<file path="src/rtl/mar_program_loader.sv">
// SAP-1 MAR stage with a program-mode RAM write sequencer.
// Each accepted word is written with a setup/write/recover strobe sequence.
module mar_program_loader #(
    parameter int unsigned ADDR_W = 4,
    parameter int unsigned DATA_W = 8
) (
    input  logic              CLK,
    input  logic              CLR_bar,
    input  logic              L_M_bar,
    input  logic [ADDR_W-1:0] bus_input,
    input  logic              run_or_prog,
    input  logic              auto_inc,
    input  logic [ADDR_W-1:0] program_address,
    input  logic [DATA_W-1:0] program_data,
    input  logic              prog_valid,
    output logic              prog_ready,
    input  logic              ptr_clear,
    output logic [ADDR_W-1:0] address,
    output logic [DATA_W-1:0] ram_data,
    output logic              ram_WE_bar,
    output logic              mode,
    output logic              ptr_wrap
);

    typedef enum logic [1:0] {StIdle, StSetup, StWrite, StRecover} state_t;

    state_t            state_q;
    logic [ADDR_W-1:0] mar_q;
    logic [ADDR_W-1:0] ptr_q;
    logic [ADDR_W-1:0] wr_addr_q;
    logic [DATA_W-1:0] ram_data_q;
    logic              mode_q;
    logic              we_bar_q;
    logic              wrap_q;
    logic              inc_q;
    logic              accept;
    logic              ptr_step;

    assign prog_ready = (state_q == StIdle) && !mode_q;
    assign accept     = prog_valid && prog_ready;
    // Pointer advances only when a word taken with auto_inc leaves WRITE.
    assign ptr_step   = (state_q == StWrite) && inc_q;

    always_ff @(posedge CLK or negedge CLR_bar) begin
        if (!CLR_bar) begin
            mar_q <= '0;
        end else if (!L_M_bar) begin
            mar_q <= bus_input;
        end
    end

    always_ff @(posedge CLK or negedge CLR_bar) begin
        if (!CLR_bar) begin
            state_q    <= StIdle;
            mode_q     <= 1'b1;
            we_bar_q   <= 1'b1;
            wr_addr_q  <= '0;
            ram_data_q <= '0;
            inc_q      <= 1'b0;
        end else begin
            unique case (state_q)
                StIdle: begin
                    mode_q <= run_or_prog;
                    if (accept) begin
                        wr_addr_q  <= auto_inc ? ptr_q : program_address;
                        ram_data_q <= program_data;
                        inc_q      <= auto_inc;
                        state_q    <= StSetup;
                    end
                end
                StSetup: begin
                    we_bar_q <= 1'b0;
                    state_q  <= StWrite;
                end
                StWrite: begin
                    we_bar_q <= 1'b1;
                    state_q  <= StRecover;
                end
                StRecover: begin
                    state_q <= StIdle;
                end
                default: begin
                    we_bar_q <= 1'b1;
                    state_q  <= StIdle;
                end
            endcase
        end
    end

    always_ff @(posedge CLK or negedge CLR_bar) begin
        if (!CLR_bar) begin
            ptr_q  <= '0;
            wrap_q <= 1'b0;
        end else if (ptr_clear) begin
            ptr_q  <= '0;
            wrap_q <= 1'b0;
        end else if (ptr_step) begin
            ptr_q <= ptr_q + ADDR_W'(1);
            if (&ptr_q) begin
                wrap_q <= 1'b1;
            end
        end
    end

    always_comb begin
        address = mar_q;
        if (!mode_q) begin
            if (state_q != StIdle) begin
                address = wr_addr_q;
            end else begin
                address = auto_inc ? ptr_q : program_address;
            end
        end
    end

    assign ram_data   = ram_data_q;
    assign ram_WE_bar = we_bar_q;
    assign mode       = mode_q;
    assign ptr_wrap   = wrap_q;

endmodule
</file>
<file path="config.mk">
export PLATFORM = sky130hd
export DESIGN_NAME = mar_program_loader
export DESIGN_NICKNAME = d
export VERILOG_FILES = /design/src/rtl/mar_program_loader.sv
export SDC_FILE = /design/constraint.sdc
export NUM_CORES = 1
export LEC_CHECK = 0
export CAP_MARGIN = 10
export CORE_ASPECT_RATIO = 1.2
export CORE_UTILIZATION = 48
export DETAILED_ROUTE_END_ITERATION = 10
export GPL_TIMING_DRIVEN = 0
export PLACE_DENSITY = 0.83
export SKIP_LAST_GASP = 1
export SYNTH_ARGS = -nofsm -noshare
export SYNTH_HDL_FRONTEND = slang
export SYNTH_SLANG_ARGS = --single-unit
export TNS_END_PERCENT = 30
</file>
<file path="constraint.sdc">
create_clock -name CLK -period 4.5 [get_ports CLK]
set_input_delay 0.9 -clock CLK [delete_from_list [all_inputs] [get_ports CLK]]
set_output_delay 0.9 -clock CLK [all_outputs]
set_load 0.01 [all_outputs]
</file>
---- After elaboration in Yosys (flattened, before gate mapping) ----
Cells that the tools add are included.
cells by class
  $add $sub $neg .......................... 1
  multipliers ............................. 0
  div/mod/pow operators ................... 0
  $lt $le $gt $ge ......................... 0
  equality and inequality tests ........... 4
  shift operators ......................... 0
  multiplexer cells ....................... 11
  bitwise logic cells ..................... 0
  reduce and logical (&&, ||, !) cells .... 12
operators by type and width
  operator               number
  $mux W4                5
  $pmux W2 S4            1
  $reduce_bool A2 Y1     4
  $add A4 B1 Y4 const B  1
  $eq A2 B2 Y1 const B   2
  $reduce_and A2 Y1      2
  $reduce_and A4 Y1      1
  $logic_and A1 B1 Y1    3
  $mux W1                3
  $eq A2 B1 Y1 const B   1
  $logic_not A2 Y1       1
  $mux W2                1
  $ne A2 B2 Y1 const B   1
  $pmux W1 S2            1
  $logic_not A1 Y1       1
storage, ports and cells
  register bits ........................... 26
  latch bits .............................. 0
  RAM bits ................................ 0
  ROM bits ................................ 0
  word-level logic and storage cells ...... 37
  memories kept ........................... 0

---- Logic depth before layout (Yosys ltp) ----
  depth after elaboration ................. 5
  mapped depth ............................ 7
  depth with buffers taken out ............ 5

---- Least setup slack after synthesis ----
No wires, ideal clock.
  path type ............................... input-to-output
  from .................................... input auto_inc
  to ...................................... output address[0]
  arrival ................................. 1.534 ns
  required time ........................... 3.600 ns
  path slack .............................. 2.066 ns
  cell stages on the path ................. 4
  cells stage by stage .................... buf_2 > mux2i_1 > a211oi_1 > a21o_1
on the way
  cells in the longest elaborated chain, start to end .. 3
ends and longest elaborated chain
  element          RTL line  source
  start, declared  12        input logic auto_inc,
  $mux W4          111       address = auto_inc ? ptr_q : program_address;
  $mux W4          108       if (state_q != StIdle) begin
  $mux W4          107       if (!mode_q) begin
  end, declared    18        output logic [ADDR_W-1:0] address,
Every way passes these cells.

---- Worst setup path in the final report ----
  from .................................... input program_address[0]
  to ...................................... output address[0]
on the way
  cells in the longest elaborated chain, start to end .. 3
ends and longest elaborated chain
  element          RTL line  source
  start, declared  13        input logic [ADDR_W-1:0] program_address,
  $mux W4          111
  $mux W4          108
  $mux W4          107
Every way passes these cells.

==> flow_summary_export.csv <==
group,metric,value,unit
timing,slew_headroom,63.80,%
synthesis,ys_seq_area_share,55.01,%
synthesis,synth_fp_nets,124,
cells_and_area,layout-drive-gt1-share,17.99,%
timing,finClkSkew,0.01104,ns
synthesis,synthAdderAreaFrac,4.215,%
clock_network,root_buffer,"clkbuf_4",
grt,grt_pass1_wl,3877,um
cells_and_area,fin_nets,167,
power_and_ir_drop,powerDensity,579.4,nW/um^2
synthesis,synth_xor_area_share,1.475,%
grt,grt_use_met1,22.58,%
drt,vias,884,
synthesis,netlist-cell-type-count,24,
grt,grt_usage,20.17,%
cells_and_area,final_cell_mix,"clkdlybuf4s50_1 (37), dfrtp_1 (24), mux2_2 (15)",
grt,grt_use_met3,3.215,%
setup_path,cp_max_fo,2,
drt,wl_per_cell,13.74,um
setup_path,cp-end-kind,"output port",
placed_design,port_buffers,37,
power_and_ir_drop,irDropWorstVdd,0.5006,mV
grt,use_met2,35.42,%
grt,antenna_found_initial,0,
synthesis,synth_top_family_by_area,"multiplexers",
setup_path,crit_path_max_incr_delay,0.52,ns
clock_network,clk_pin_slew,0.13,ns
setup_path,reg2regPathDepth,6,
floorplanning,die_w,47.41,um
clock_network,cts_max_level,1,
cells_and_area,antenna_cells,0,
synthesis,syn_avg_cell_area,12.24,um^2
drt,via_per_inst,5.200,
grt,top_usage_layer,"met2",
setup_path,path_cells,"clkdlybuf4s50_1 -> mux2i_1 -> a211oi_1 -> a21o_1 -> clkdlybuf4s50_1",
drt,first_pass_iters,4,
setup_path,r2r_setup_slack,2.93,ns
setup_path,startpoint_type,"input port",
hold_path,holdPathEnd,"wr_addr_q[0]$_DFFE_PN0P_",
clock_network,cts_tree,"yes",
outcome,status,"complete, no violations",
timing,rsz0062_at_grt,"false",
placed_design,hpwl,1793,um
setup_path,crit_arrival,2.39,ns
clock_network,clk_path_buf_depth,2,
timing,slew_violations,0,
synthesis,synth-simple-area-share,7.798,%
setup_path,reg2reg_to,"ram_data[7]$_DFFE_PN0P_",
drt,ant_nets,0,
floorplanning,core,2306,um^2
clock_network,cts_buffers,3,
setup_path,timing.rr.start,"state_q[0]$_DFFE_PN0P_",
drt,drtIter0Drc,2,
timing,fmax,0.3039,GHz
hold_path,hold_path.class,"register to register",
hold_path,hold-path-cell-count,2,
floorplanning,dieArea,2678,um^2
timing,setup_viol,0,
clock_network,clock-sinks,26,
timing,tightest_slew,0.5413,ns
drt,drcViolationCount,0,
grt,grt_max_degree,27,
placed_design,routabilityCongestion,0.7329,
power_and_ir_drop,leakage,0.7361,nW
timing,fin_setup_tns,0,ns
grt,grt_remaining_overflow,0,
synthesis,syn_inst,97,
timing,finalCriticalPeriod,3.291,ns
floorplanning,initial_utilization,51.49,%
synthesis,synthMuxAreaShare,18.86,%
synthesis,netlist_area,1187,um^2
synthesis,yosys_register_bits,26,
setup_path,required,3.60,ns
synthesis,synth_compound_area_share,9.062,%
hold_path,hold_path.startpoint,"wr_addr_q[0]$_DFFE_PN0P_",
cells_and_area,final_util,71.57,%
cells_and_area,final_common_cell,"clkdlybuf4s50_1",
clock_network,clock_latency,0.33,ns
floorplanning,rows,19,
cells_and_area,nFillCells,183,
setup_path,cpMaxStageDelayCell,"clkdlybuf4s50_1",
clock_network,cts_resized,0,
drt,detail_route.wirelength,2335,um
cells_and_area,syn2layout_area_growth,38.99,%
setup_path,worstSetupPathType,"input port to output port",
timing,hold_violations,0,
clock_network,cts_setup_buffers,0,
timing,fin_crit_sh,73.12,%
setup_path,crit_path_frequent_cell,"clkdlybuf4s50_1",
clock_network,hold_buffers,0,
synthesis,yosys_warnings,0,
job,drv_cap,0,
floorplanning,fp.dieH,56.49,um
grt,first_global_vias,943,
floorplanning,io-pin-count,39,
-- per-layer routing --
layer / vias to the layer above / routed length [um]
met5: - / 0
met4: 0 / 46
met3: 4 / 142
met2: 38 / 1214
met1: 420 / 931
li1: 422 / -
-- worst max path at each step --
stage                                 startpoint          to  slack, ns  depth (start not counted)
after floorplan                         auto_inc  address[0]       2.07                          4
after global placement        program_address[1]  address[1]       1.26                          5
after detailed placement      program_address[0]  address[0]       1.21                          5
after CTS                     program_address[0]  address[0]       1.19                          5
after global routing      state_q[0]$_DFFE_PN0P_  address[0]       1.11                          7
final                         program_address[0]  address[0]       1.21                          5
-- logic make-up (layout without fill, tap and decap cells) --
| kind of cell | after synthesis | count (layout) |
|---|---|---|
| AO/OA/AOI/OAI | 17 | 17 |
| XOR/XNOR | 2 | 2 |
| adder cells (fa/ha/maj) | 4 | 4 |
| buffers and inverters | 7 | 49 |
| flip-flops | 26 | 26 |
| multiplexers | 20 | 20 |
| AND/OR/NAND/NOR | 21 | 21 |
-- per-stage QoR --
stage | total power [mW] | setup slack [ns] | hold WS, ns | instances | area (um^2)
after floorplan | 0.6383 | 2.066 | 0.4493 | 97 | 1187
after global placement | 0.8354 | 1.264 | 0.4630 | 165 | 1597
after detailed placement | 0.8572 | 1.206 | 0.4718 | 165 | 1597
after CTS | 0.9630 | 1.193 | 0.5030 | 169 | 1623
after global routing | 1.027 | 1.111 | 0.5323 | 170 | 1650
final | 0.9561 | 1.209 | 0.4997 | 170 | 1650
-- cells in the mapped netlist --
master / number / area share [%]
dfstp_2: 2 / 4.4
nand3b_1: 1 / 0.63
xor2_1: 1 / 0.74
xnor2_1: 1 / 0.74
a31oi_1: 2 / 1.1
dfrtp_1: 24 / 51
nor2b_1: 1 / 0.53
ha_1: 4 / 4.2
o21ai_0: 5 / 2.1
mux2_2: 15 / 14
clkbuf_1: 2 / 0.63
nand3_1: 2 / 0.84
a21oi_1: 2 / 0.84
buf_6: 2 / 1.9
mux2_4: 1 / 1.3
a211oi_1: 4 / 2.5
a21o_1: 4 / 2.5
nor2_1: 8 / 2.5
mux2i_1: 4 / 3.4
buf_2: 1 / 0.42
and3_1: 1 / 0.53
nand2_1: 7 / 2.2
or3_1: 1 / 0.53
inv_1: 2 / 0.63
-- state kept, by name (all words and copies together) (netlist names) --
register / cells
inc_q: 1
mode: 1
ptr_q: 4
state_q: 2
wr_addr_q: 4
ram_data: 8
ptr_wrap: 1
ram_WE_bar: 1
mar_q: 4
-- cell type report --
cell class	instances	area, um^2	share of cell area (%)
clock buffers	4	26.28	1.592
inverters	2	7.507	0.4549
multi-input cells	64	491.7	29.80
flip-flops and latches	26	653.1	39.58
plain buffers	5	35.03	2.123
well taps	31	38.79	2.350
repair buffers	38	397.9	24.11
-- power by group --
group	switching [mW]	internal, mW	total (mW)
combinational	0.201	0.280	0.481
clock	0.0692	0.0348	0.104
sequential	0.0476	0.324	0.371
-- worst max-delay path: cells and delay by family --
kind,cells,cell delay (ns)
muxes,1,0.08
AOI/OAI and AO/OA,2,0.41
buffers and inverters,2,0.99
(Power assumes the default switching activity.)
